===== src/rtl/vedic_pkg.sv =====
// Shared widths and FSM state encoding for the sequential 16-by-8 divider.
package vedic_pkg;

    localparam int DIVIDEND_W = 16;
    localparam int DIVISOR_W  = 8;
    localparam int COUNT_W    = 5;

    localparam logic [COUNT_W-1:0] LAST_BIT = COUNT_W'(DIVIDEND_W - 1);

    typedef enum logic [1:0] {
        IDLE = 2'd0,
        BUSY = 2'd1,
        DONE = 2'd2
    } state_e;

endpackage


===== src/rtl/div_step.sv =====
// One restoring-division step: compare the 9-bit partial remainder against the
// divisor and subtract when it fits.
module div_step
    import vedic_pkg::*;
(
    input  logic [DIVISOR_W:0]   partial_i,
    input  logic [DIVISOR_W-1:0] divisor_i,
    output logic [DIVISOR_W-1:0] rem_o,
    output logic                 q_bit_o
);

    logic [DIVISOR_W-1:0] diff_lo;

    // The true difference is always below the divisor, so the low byte suffices.
    assign diff_lo = partial_i[DIVISOR_W-1:0] - divisor_i;
    assign q_bit_o = (partial_i >= {1'b0, divisor_i});
    assign rem_o   = q_bit_o ? diff_lo : partial_i[DIVISOR_W-1:0];

endmodule


===== src/rtl/seq_divider_16by8.sv =====
// Sequential unsigned 16/8 restoring divider, one quotient bit per cycle.
// Define DIV_ZERO_DETECT_EN to short-cut zero divisors straight to DONE with err=1.
module seq_divider_16by8
    import vedic_pkg::*;
(
    input  logic                  clk,
    input  logic                  rst,
    input  logic                  start,
    input  logic [DIVIDEND_W-1:0] dividend,
    input  logic [DIVISOR_W-1:0]  divisor,
    output logic [DIVIDEND_W-1:0] quotient,
    output logic [DIVISOR_W-1:0]  remainder,
    output logic                  busy,
    output logic                  done,
    output logic                  err
);

    state_e                state_q, state_d;
    logic [COUNT_W-1:0]    cnt_q, cnt_d;
    logic [DIVIDEND_W-1:0] dvd_q, dvd_d;
    logic [DIVISOR_W-1:0]  dvs_q, dvs_d;
    logic [DIVISOR_W-1:0]  rem_q, rem_d;
    logic [DIVIDEND_W-1:0] acc_q, acc_d;
    logic [DIVIDEND_W-1:0] quo_q, quo_d;
    logic [DIVISOR_W-1:0]  remo_q, remo_d;

    logic [DIVISOR_W-1:0]  step_rem;
    logic                  step_q;

    div_step u_step (
        .partial_i (({rem_q, dvd_q[DIVIDEND_W-1]})),
        .divisor_i (dvs_q),
        .rem_o     (step_rem),
        .q_bit_o   (step_q)
    );

`ifdef DIV_ZERO_DETECT_EN
    logic err_q, err_d;
`endif

    always_comb begin
        state_d = state_q;
        cnt_d   = cnt_q;
        dvd_d   = dvd_q;
        dvs_d   = dvs_q;
        rem_d   = rem_q;
        acc_d   = acc_q;
        quo_d   = quo_q;
        remo_d  = remo_q;
`ifdef DIV_ZERO_DETECT_EN
        err_d   = err_q;
`endif
        case (state_q)
            IDLE: begin
                if (start) begin
                    dvd_d   = dividend;
                    dvs_d   = divisor;
                    cnt_d   = '0;
                    rem_d   = '0;
                    acc_d   = '0;
                    state_d = BUSY;
`ifdef DIV_ZERO_DETECT_EN
                    err_d = (divisor == '0);
                    if (divisor == '0) begin
                        state_d = DONE;
                        quo_d   = '1;
                        remo_d  = dividend[DIVISOR_W-1:0];
                    end
`endif
                end
            end
            BUSY: begin
                dvd_d = dvd_q << 1;
                rem_d = step_rem;
                acc_d = {acc_q[DIVIDEND_W-2:0], step_q};
                cnt_d = cnt_q + COUNT_W'(1);
                if (cnt_q == LAST_BIT) begin
                    state_d = DONE;
                    quo_d   = {acc_q[DIVIDEND_W-2:0], step_q};
                    remo_d  = step_rem;
                end
            end
            DONE:    state_d = IDLE;
            default: state_d = IDLE;
        endcase
    end

    always_ff @(posedge clk or posedge rst) begin
        if (rst) begin
            state_q <= IDLE;
            cnt_q   <= '0;
            dvd_q   <= '0;
            dvs_q   <= '0;
            rem_q   <= '0;
            acc_q   <= '0;
            quo_q   <= '0;
            remo_q  <= '0;
        end else begin
            state_q <= state_d;
            cnt_q   <= cnt_d;
            dvd_q   <= dvd_d;
            dvs_q   <= dvs_d;
            rem_q   <= rem_d;
            acc_q   <= acc_d;
            quo_q   <= quo_d;
            remo_q  <= remo_d;
        end
    end

`ifdef DIV_ZERO_DETECT_EN
    always_ff @(posedge clk or posedge rst) begin
        if (rst) err_q <= 1'b0;
        else     err_q <= err_d;
    end
    assign err = err_q;
`else
    assign err = 1'b0;
`endif

    assign quotient  = quo_q;
    assign remainder = remo_q;
    assign busy      = (state_q == BUSY);
    assign done      = (state_q == DONE);

endmodule


===== config.mk =====
export PLATFORM = sky130hd
export DESIGN_NAME = seq_divider_16by8
export DESIGN_NICKNAME = d
export VERILOG_FILES = /design/src/rtl/vedic_pkg.sv /design/src/rtl/div_step.sv /design/src/rtl/seq_divider_16by8.sv
export SDC_FILE = /design/constraint.sdc
export NUM_CORES = 1
export LEC_CHECK = 0
export ABC_AREA = 1
export BUFFER_PORTS_ARGS = -buffer_cell sky130_fd_sc_hd__buf_2
export CORE_MARGIN = 2
export CORE_UTILIZATION = 40
export CTS_BUF_LIST = sky130_fd_sc_hd__clkbuf_8
export CTS_CLUSTER_SIZE = 40
export DETAILED_ROUTE_END_ITERATION = 8
export PLACE_DENSITY = 0.69
export SLEW_MARGIN = 20
export SYNTH_ARGS = -nofsm -noshare
export SYNTH_HDL_FRONTEND = slang
export SYNTH_HIERARCHICAL = 1
export SYNTH_SLANG_ARGS = --single-unit

===== constraint.sdc =====
create_clock -name clk -period 5.9 [get_ports clk]
set_input_delay 0.295 -clock clk [delete_from_list [all_inputs] [get_ports clk]]
set_output_delay 0.295 -clock clk [all_outputs]
set_load 0.01 [all_outputs]

Word level (Yosys, flattened, before mapping)
Cells that the tools add are included.
Storage, ports and cells
  memory bits (writable): 0
  memory bits (read-only): 0
  output and inout bits: 27
  bits in latches: 0
  logic and storage cells: 34
  memories kept: 0
  register bits: 78
Operators by class
  order comparisons: 1
  divide/modulo/power cells: 0
  bitwise gates (word level): 0
  equality and inequality tests: 5
  multiply operators: 0
  shifts and indexed selects: 0
  mux-type cells: 12
  reduce and logical (&&, ||, !) cells: 6
  add/sub/neg operators: 2
Operators by type and width (number)
  case mux 16 bit (2 select lines): 1
  case mux 15 bit (2 select lines): 1
  two-way mux 16 bit: 1
  two-way mux 8 bit: 2
  case mux 8 bit (2 select lines): 1
  two-way mux 15 bit: 1
  case mux 5 bit (2 select lines): 1
  >= comparator 9 x 8 -> 1 bit: 1
  AND reduction 2 bit: 4
  subtractor 8 bit: 1
  adder 5 x 1 -> 5 bit, second input constant: 1
  equality test 5 x 4 -> 1 bit, second input constant: 1
  two-way mux 5 bit: 1
  two-way mux 2 bit: 2
  case mux 2 bit (2 select lines): 1
  equality test 2 x 1 -> 1 bit, second input constant: 1
  equality test 2 bit, second input constant: 1
  zero test 2 bit: 1
  inequality test 2 x 1 -> 1 bit, second input constant: 1
  inequality test 2 bit, second input constant: 1
  nonzero test 2 bit: 1

Logic depth before layout (Yosys ltp)
Gate-level depths: netlist of the first run.
  depth after elaboration: 3
  gate-level depth with buffers: 13

Cells and area by module
Netlist of the first run, hierarchy kept.
Modules (own cells, without submodules)
  seq_divider_16by8: cells each 324, area an instance 3140.5 um2, sequential area each 1951.9 um2, times used 1
  div_step: cells each 109, area an instance 651.9 um2, sequential area each 0.0 um2, times used 1

Worst setup path before layout of the first run
OpenSTA, ideal clock, no wires.
  path kind: register to register
  start: reg dvd_q[15]
  end: reg rem_q[4]
  library setup time: 83 ps
  data arrival time: 1642 ps
  required time: 5817 ps
  path buffers: 0
  cell stages (with the launch flop): 12
  clock period less this slack: 1724 ps
  setup slack: 4176 ps
  cell sequence: dfrtp_1 -> inv_1 -> ha_1 -> fa_1 -> inv_1 -> nand3_1 -> nand3_1 -> xor2_1 -> nand2_2 -> nand2_2 -> inv_1 -> o21ai_0
On the way
  word-level cells in the longest chain between the ends: 3
RTL lines
  from (decl): line seq_divider_16by8.sv:20  | logic [DIVIDEND_W-1:0] dvd_q, dvd_d;
  from (signal assigned): line seq_divider_16by8.sv:101  | dvd_q <= dvd_d;
  subtractor 8 bit / >= comparator 9 x 8 -> 1 bit (equally long branches): line div_step.sv:15, div_step.sv:16
  two-way mux 8 bit (*): line div_step.sv:17  | assign rem_o = q_bit_o ? diff_lo : partial_i[DIVISOR_W-1:0];
  net step_rem[4]: line seq_divider_16by8.sv:27  | logic [DIVISOR_W-1:0] step_rem;
  case mux 8 bit (2 select lines) (*): line seq_divider_16by8.sv:53  | case (state_q)
  to (signal assigned): line seq_divider_16by8.sv:103  | rem_q <= rem_d;
  to (decl): line seq_divider_16by8.sv:22  | logic [DIVISOR_W-1:0] rem_q, rem_d;
Mark *: on every way through the listed nets, which the timed path passes. The rest lies on a longest branch.
A chain may end at the register's enable or synchronous reset.

Final worst setup path of the first run
  start: reg state_q[0]
  end: reg remo_q[7] (netlist: remainder[7])
On the way
  word-level cells in the longest chain between the ends: 2
RTL lines
  from (decl): line seq_divider_16by8.sv:18  | state_e state_q, state_d;
  from (signal assigned): line seq_divider_16by8.sv:99  | state_q <= state_d;
  equality test 2 x 1 -> 1 bit: line seq_divider_16by8.sv:53
  AND reduction 2 bit (no line)
  to (signal assigned): line seq_divider_16by8.sv:106  | remo_q <= remo_d;
  to (decl): line seq_divider_16by8.sv:25  | logic [DIVISOR_W-1:0] remo_q, remo_d;
Every way passes these cells.

==> run_results.csv, run 1 <==
group,metric,value,unit
clock_network,cts.sinks,78,
finish,areaGrowthSynthToFinish,12.7,%
sta,finalCritPeriodShare,45.7,%
yosys,syn_inst,433,
clock_network,ctsHoldBuffers,0,
global_route,grt_pass1_vias,2854,
floorplanning,initial_utilization,41.0,%
finish,diodes,0,
clock_network,cts_resized,0,
run_status,status,"finished clean",
clock_network,cts_tree,"built",
global_route,grt_max_degree,79,
sta,slew_headroom,31.8,%
clock_network,post-cts-setup-buffers,0,
worst_setup_path,worstPathRequired,6150,ps
run,cap_violations,0,
yosys,synth_top_area_cell,"dfrtp_1",
yosys,synth_fp_nets,471,
sta,fmax,370,MHz
yosys,synth_top_area_share,51.5,%
routing,drc_errors,0,
finish,fin_util,46.3,%
placed_design,place_congestion,0.829,
floorplanning,rows,35,
floorplanning,die_area,10300,sq um
yosys,synth_area_leaders,"dfrtp_1, nand2_1, nand3_1",
worst_setup_path,crit_type,"register to register",
finish,drive_gt1_share,23.8,%
yosys,avgSynthCellArea,8.76,sq um
global_route,antenna_found_initial,0,
global_route,grt_overflow,0,
yosys,ys_async_sr_fraction,100,%
sta,maxSlewViolCount,0,
clock_network,clock_latency,360,ps
global_route,grt_pass1_wl,13.0,mm
clock_network,cts_max_level,3,
sta,grt_setup_unrepaired,"false",
placed_design,place_hpwl,5.33,mm
floorplanning,die_h,101,microns
yosys,synth.most_common_cell,"nand2_1",
placed_design,io_buffer_count,52,
clock_network,cts-root-buf,"clkbuf_8",
sta,setup_tns,0,ps
worst_setup_path,critPathArrivalTime,2950,ps
sta,setup-violations-final,0,
power,p_leak,2.20,nW
yosys,synth_commonest_cells,"nand2_1, dfrtp_1, nand3_1, inv_1, nand2_2",
yosys,yosysWarnings,6,
yosys,synth_seq_cells,78,
floorplanning,core,9240,sq um
routing,dr.pass1.iters,4,
sta,fin_crit,2700,ps
min_path,hp-class,"input port to register",
worst_setup_path,start_kind,"register",
sta,worstMarginPinSlew,1020,ps
routing,viasPerCell,4.83,
worst_setup_path,critPathCaptureType,"register",
routing,ant_nets,0,
clock_network,clk_path_buf_depth,2,
clock_network,clk_pin_slew,80,ps
routing,dr_total_vias,2958,
yosys,ys.flop_type,"dfrtp_1",
floorplanning,die_w,101,microns
worst_setup_path,worstPathMaxFanout,52,
power,ir_drop,220,uV
floorplanning,io_pins,54,
global_route,grt_usage,16.2,%
routing,routed_wl,7.62,mm
power,power_density,609,nW/um^2
sta,skew,10.1,ps
yosys,netlist_area,3790,sq um
sta,finalHoldViolations,0,
clock_network,numCtsBuffers,9,
yosys,seq_area_frac_synth,51.5,%
routing,drt-initial-drc-count,106,
yosys,synth.distinct_cells,31,
routing,wl_per_cell,12.5,microns
finish,nNetsFinal,516,
yosys,synth-edff-count,0,
[worst paths after layout]
path	from	end	slack, ps	cells after the start
max	state_q[0]	remainder[7]	3200	6
min reg2reg	dvs_q[4]	dvs_q[4]	480	2
max in group asynchronous	rst	dvd_q[13]	5090	3
min in group asynchronous	rst	dvd_q[2]	210	3
min	divisor[5]	dvs_q[5]	130	3
max reg2reg	state_q[0]	remainder[7]	3200	6
[where the power goes]
| part | switching, mW | internal (mW) | total [mW] |
|---|---|---|---|
| Clock | 0.206 | 0.154 | 0.360 |
| Sequential | 0.137 | 0.767 | 0.904 |
| Combinational | 0.848 | 0.492 | 1.34 |
| Total | 1.19 | 1.41 | 2.60 |
[placed cells by master, fill, tap and decap left out, types with 2 or more instances in the layout]
cell	netlist	layout
xnor2_1	2	2
nand2_4	2	2
ha_1	10	10
nor2_4	3	3
o22ai_1	15	15
nor2_1	8	8
nand4_1	2	2
inv_1	49	49
o21ai_2	14	14
a21oi_1	3	3
nand2_2	19	19
buf_2	9	52
o21ai_0	10	10
clkinv_4	0	2
o21ai_1	8	8
nand2_1	121	121
dfrtp_1	78	78
nand3_1	58	58
clkbuf_8	0	9
clkinv_2	0	2
inv_6	0	2
inv_2	3	4
[registers in the layout (all words and copies together), names as in the netlist]
register	count
dvs_q	8
dvd_q	16
rem_q	8
acc_q	15
cnt_q	5
state_q	2
remainder	8
quotient	16
[stage by stage]
step	setup slack, ps	power [mW]	instance area [sq um]	hold slack [ps]	std cells
after global routing	2870	2.85	4270	132	612
after floorplan	3610	1.95	3790	405	433
final	3200	2.60	4270	133	612
after CTS	3180	2.63	4270	123	612
after detailed placement	3180	2.26	4100	463	596
after global placement	3270	2.23	4100	457	596
[worst max-delay path, stage by stage, from the launching register on]
cell	delay, ps
dfrtp_1	420
nand2_2	670
inv_2	380
nand2_2	790
inv_1	170
nand2_1	100
nand2_1	50
[cell type report]
class	count	area, sq um
inverters	53	199
fillers	899	4970
repair buffers	53	268
flip-flops and latches	78	1950
multi-input cells	283	1520
clock buffers	9	124
clock inverters	7	48.8
well taps	129	161
[routing by layer]
layer	wire [microns]	vias up	track usage, %
met1	3400	1425	20.3
li1	-	1477	-
met4	163	0	7.80
met5	0	-	0
met3	253	12	3.17
met2	3810	44	26.7
[cell families (layout without fill, tap and decap cells)]
group	Yosys count	in the layout	synth area share (%)
other	1	1	0.0989
AO/OA/AOI/OAI	50	50	8.48
adder cells (fa/ha/maj)	11	11	3.83
XOR/XNOR	3	3	0.693
buffers and inverters	72	122	8.41
AND/OR/NAND/NOR	218	218	27.0
flip-flops	78	78	51.5
(Power assumes the default switching activity.)
==> run 2: changes to the inputs <==
PLACE_DENSITY = 0.71   (was 0.69)
clock period = 2.3 ns   (was 5.9 ns; I/O delays follow)
==> run 2 against run 1 <==
Net effect: register-to-register slack got worse by 2900 ps; total power increased to 2.7 times the previous value; clock power increased to 3.5 times the previous value; largest cell class unchanged; critical path depth increased by 5.
==> run_results.csv, run 2 (synthesis results as in run 1) <==
group,metric,value,unit
floorplanning,initial_utilization,41.0,%
power,p_leak,2.36,nW
routing,dr.pass1.iters,4,
global_route,grt_pass1_wl,13.2,mm
min_path,hp-class,"input port to register",
sta,finalHoldViolations,0,
power,ir_drop,730,uV
worst_setup_path,worstSetupStartpoint,"dvd_q[15]",
global_route,grt_overflow,0,
placed_design,place_hpwl,5.20,mm
sta,worstMarginPinSlew,622,ps
min_path,worstHoldStart,"start",
routing,drt-initial-drc-count,227,
power,total_power,7.05,mW
placed_design,place_congestion,0.857,
finish,nNetsFinal,545,
worst_setup_path,cp_num_buf_inv,3,
sta,slew_headroom,58.5,%
power,p_seq_share,32.6,%
clock_network,clock_latency,350,ps
floorplanning,die_h,101,microns
global_route,grt_pass1_vias,2984,
worst_setup_path,worstPathRequired,2580,ps
clock_network,numCtsBuffers,9,
sta,skew,7.69,ps
worst_setup_path,critPathArrivalTime,2250,ps
clock_network,cts_max_level,3,
placed_design,io_buffer_count,52,
clock_network,cts-root-buf,"clkbuf_8",
floorplanning,io_pins,54,
finish,layout_common_cells,"nand2_1, dfrtp_1, nand3_1",
sta,fmax,507,MHz
floorplanning,core,9240,sq um
routing,wl_per_cell,12.0,microns
worst_setup_path,critPathSlowestCell,"fa_1",
sta,fin_ws,328,ps
finish,drive_gt1_share,23.2,%
power,pwr-share-comb,49.6,%
finish,diodes,0,
worst_setup_path,cpMostUsedCell,"inv_1",
sta,fin_crit,1970,ps
clock_network,cts_tree,"built",
clock_network,cts_resized,0,
power,internal-power,4.03,mW
sta,setup_tns,0,ps
worst_setup_path,start_kind,"register",
clock_network,clk_pin_slew,80,ps
sta,grt_setup_unrepaired,"false",
clock_network,cts.sinks,78,
global_route,grt_max_degree,79,
routing,routed_wl,7.69,mm
power,switchingPower,3.02,mW
sta,finalCritPeriodShare,85.7,%
routing,viasPerCell,4.79,
sta,maxSlewViolCount,0,
power,power.share.clock,17.7,%
run,cap_violations,0,
routing,ant_nets,0,
finish,layout_commonest_cell,"nand2_1",
worst_setup_path,crit_type,"register to register",
placed_design,pre_cts_ws,345,ps
finish,areaGrowthSynthToFinish,22.7,%
routing,drc_errors,0,
worst_setup_path,max_stage_delay,420,ps
worst_setup_path,worstPathMaxFanout,3,
run_status,status,"finished clean",
power,sw_frac_of_total,42.8,%
floorplanning,die_area,10300,sq um
sta,setup-violations-final,0,
worst_setup_path,rr_startpoint,"dvd_q[15]",
clock_network,clk_path_buf_depth,2,
floorplanning,die_w,101,microns
worst_setup_path,cp_cell_sequence,"inv_1 -> ha_1 -> fa_1 -> inv_1 -> nand3_1 -> nand3_1 -> xor2_1 -> nand2_2 -> nand2_2 -> inv_1 -> o21ai_0",
routing,dr_total_vias,3069,
floorplanning,rows,35,
power,power_density,1520,nW/um^2
worst_setup_path,cp_top_family,"adder cells",
global_route,grt_usage,16.1,%
global_route,antenna_found_initial,0,
worst_setup_path,critPathCaptureType,"register",
[run 2: cell count changes in the layout (fill, tap and decap cells not counted), sizes merged]
cell	before	now
inv	55	53
bufinv	0	3
buf	53	57
clkinvlp	0	1
clkinv	5	2
dlygate4sd3	0	25
clkbuf	9	10
[run 2: per-stage QoR]
stage          area, sq um  hold slack [ps]  util (%)  instances
6_report              4650              261      50.4        641
5_1_grt               4650              323      50.4        641
4_1_cts               4650              266      50.4        641
2_1_floorplan         3790              225         -        433
3_3_place_gp          4160              242      45.0        600
3_5_place_dp          4160              247      45.0        600
[run 2: path summary, 6_finish.rpt]
path                                     to  slack [ps]  depth (start not counted)
worst max-delay path               rem_q[4]         330                         11
worst min-delay path               dvs_q[6]         260                          5
worst max register to register     rem_q[4]         330                         11
worst min register to register     dvs_q[4]         480                          2
max in group asynchronous       quotient[2]        1590                          4
min in group asynchronous          dvd_q[3]         380                          4
[run 2: timing repair]
item	CTS	global route
hold buffers	25	0
endpoints found under the hold margin	102	0
setup buffers	0	0
[run 2: layout make-up]
| cell class | instances | area (sq um) |
|---|---|---|
| repair buffers | 82 | 573 |
| clock inverters | 6 | 110 |
| inverters | 53 | 199 |
| multi-input cells | 283 | 1520 |
| flip-flops and latches | 78 | 1950 |
| clock buffers | 10 | 138 |
| well taps | 129 | 161 |
| fillers | 863 | 4590 |
[run 2: per-layer routing]
| layer | vias up | track usage [%] | routed length [microns] |
|---|---|---|---|
| met4 | 0 | 6.96 | 159 |
| li1 | 1536 | - | - |
| met5 | - | 0 | 0 |
| met3 | 12 | 3.59 | 287 |
| met1 | 1456 | 20.4 | 3420 |
| met2 | 65 | 26.7 | 3820 |
[run 2: power by group through the flow]
stage / Clock (mW) / Combinational, mW / Sequential, mW
after floorplan: 0 / 2.67 / 2.34
after global placement: 0 / 3.38 / 2.31
after detailed placement: 0 / 3.47 / 2.33
after CTS: 1.28 / 3.52 / 2.31
after global routing: 1.33 / 3.96 / 2.38
final: 1.25 / 3.50 / 2.30
[run 2: worst min-delay path, stage by stage]
cell,delay [ps]
buf_2,110
nand2_1,90
nor2_2,130
nand2_1,90
nand2_1,40
==> run 3: changes to the inputs <==
CELL_PAD_IN_SITES_DETAIL_PLACEMENT = 1   (was unset)
CELL_PAD_IN_SITES_GLOBAL_PLACEMENT = 1   (was unset)
CORE_MARGIN = unset   (was 2)
PLACE_DENSITY = 0.87   (was 0.71)
==> run 3 against run 2 <==
Net effect: global-route usage increased by 4.9 points; maximum frequency decreased by 3.4%; clock skew increased by 1.2 ps; critical endpoint is now rem_q[0].
==> run_results.csv, run 3 (synthesis results as in run 1) <==
group,metric,value,unit
run_status,status,"finished clean",
clock_network,clk_path_buf_depth,2,
global_route,grt_pass1_wl,16.1,mm
global_route,grt_max_degree,79,
sta,grt_setup_unrepaired,"false",
finish,layout_commonest_cell,"nand2_1",
placed_design,place_hpwl,6.27,mm
worst_setup_path,cp_num_buf_inv,1,
global_route,grt_usage,21.0,%
sta,holdWs,281,ps
global_route,grt_pass1_vias,3439,
worst_setup_path,worstPathRequired,2560,ps
routing,routed_wl,9.58,mm
power,ir_drop,465,uV
finish,finalNonFillerCells,624,
sta,slew_headroom,55.2,%
run,cap_violations,0,
power,power_density,1530,nW/um^2
sta,maxSlewViolCount,0,
floorplanning,die_h,99.4,microns
placed_design,place_inst,583,
finish,layout_common_cells,"nand2_1, dfrtp_1, nand3_1",
global_route,antenna_found_initial,0,
sta,setup_tns,0,ps
sta,fmax,490,MHz
worst_setup_path,max_stage_delay,410,ps
worst_setup_path,critPathSlowestCell,"dfrtp_1",
floorplanning,die_w,99.4,microns
clock_network,cts-root-buf,"clkbuf_8",
global_route,grt_overflow,0,
clock_network,cts_tree,"built",
sta,fin_crit,2040,ps
sta,skew,8.87,ps
finish,areaGrowthSynthToFinish,20.6,%
placed_design,io_buffer_count,52,
floorplanning,core,9200,sq um
clock_network,ctsHoldBuffers,25,
routing,ant_nets,0,
clock_network,post-cts-setup-buffers,0,
power,p_leak,2.34,nW
finish,fin_util,49.7,%
sta,finalHoldViolations,0,
finish,drive_gt1_share,23.6,%
clock_network,numCtsBuffers,9,
worst_setup_path,cp_cell_sequence,"ha_1 -> nand2_1 -> nand2_1 -> nand2_1 -> nand2_2 -> nor2_4 -> nand3_1 -> nand2_1 -> inv_1 -> o21ai_0",
placed_design,place_congestion,0.848,
routing,drt-initial-drc-count,126,
worst_setup_path,crit_type,"register to register",
worst_setup_path,critPathCaptureType,"register",
clock_network,cts_max_level,3,
clock_network,clock_latency,360,ps
finish,multiInputGateArea,1520,sq um
worst_setup_path,cpMostUsedCell,"nand2_1",
routing,viasPerCell,5.03,
min_path,hp-class,"input port to register",
power,total_power,6.98,mW
routing,dr_total_vias,3141,
floorplanning,die_area,9870,sq um
floorplanning,initial_utilization,41.2,%
sta,worstMarginPinSlew,671,ps
worst_setup_path,cp_top_family,"simple AND/OR/NAND/NOR gates",
clock_network,cts_resized,0,
sta,finalCritPeriodShare,88.8,%
worst_setup_path,critPathArrivalTime,2310,ps
worst_setup_path,start_kind,"register",
floorplanning,rows,35,
clock_network,cts.sinks,78,
routing,dr.pass1.iters,4,
routing,drc_errors,0,
sta,setup-violations-final,0,
routing,wl_per_cell,15.4,microns
floorplanning,io_pins,54,
finish,register_area,1950,sq um
finish,diodes,0,
worst_setup_path,worstPathMaxFanout,9,
finish,nNetsFinal,546,
clock_network,clk_pin_slew,80,ps
finish,fillCellCount,1113,
==> run 3: cell types whose count changed in the layout (fill, tap and decap cells not counted), sizes merged <==
| cell | previous run | this run |
|---|---|---|
| clkinv | 2 | 4 |
| inv | 53 | 54 |
| buf | 57 | 58 |
| bufinv | 3 | 0 |
==> run 3: power breakdown <==
group / internal (mW) / leakage [nW] / switching (mW) / total [mW]
sequential: 1.97 / 0.953 / 0.347 / 2.31
clock: 0.427 / 0.0930 / 0.546 / 0.973
combinational: 1.33 / 1.29 / 2.36 / 3.69
total: 3.73 / 2.34 / 3.25 / 6.98
==> run 3: layer usage <==
| layer | part of all wire, % | vias to the layer above | track usage, % | routed length (microns) |
|---|---|---|---|---|
| met1 | 42 | 1536 | 24.7 | 4060 |
| met3 | 2.0 | 23 | 3.87 | 195 |
| met4 | 3.0 | 0 | 10.6 | 285 |
| met5 | 0 | - | 0 | 0 |
| met2 | 53 | 46 | 36.8 | 5040 |
| li1 | - | 1536 | - | - |
==> run 3: area by class of cell <==
class | instances | area share (%)
timing repair buffer | 83 | 12.7
sequential | 78 | 42.7
clock inverter | 6 | 0.958
clock buffer | 10 | 3.01
tap | 111 | 3.04
inverter | 53 | 4.35
multi-input combinational | 283 | 33.3
==> run 3: worst paths after layout <==
kind / from / endpoint / slack [ps] / cells past startpoint
worst max-delay path: rem_q[5] / rem_q[0] / 260 / 10
worst min-delay path: start / dvs_q[7] / 280 / 5
worst max register to register: rem_q[5] / rem_q[0] / 260 / 10
worst min register to register: dvs_q[4] / dvs_q[4] / 480 / 2
max in group asynchronous: rst / dvs_q[3] / 1580 / 4
min in group asynchronous: rst / quotient[15] / 400 / 4
==> run 3: per-stage QoR <==
stage | area [sq um] | setup slack (ps)
finish | 4570 | 259
global route | 4570 | 130
floorplan | 3790 | 190
CTS | 4570 | 299
detailed placement | 4140 | 320
global placement | 4140 | 420
==> run 3: worst register-to-register path, stage by stage (launching register included) <==
cell	delay [ps]
dfrtp_1	410
ha_1	370
nand2_1	100
nand2_1	80
nand2_1	80
nand2_2	60
nor2_4	310
nand3_1	160
nand2_1	100
inv_1	70
o21ai_0	200
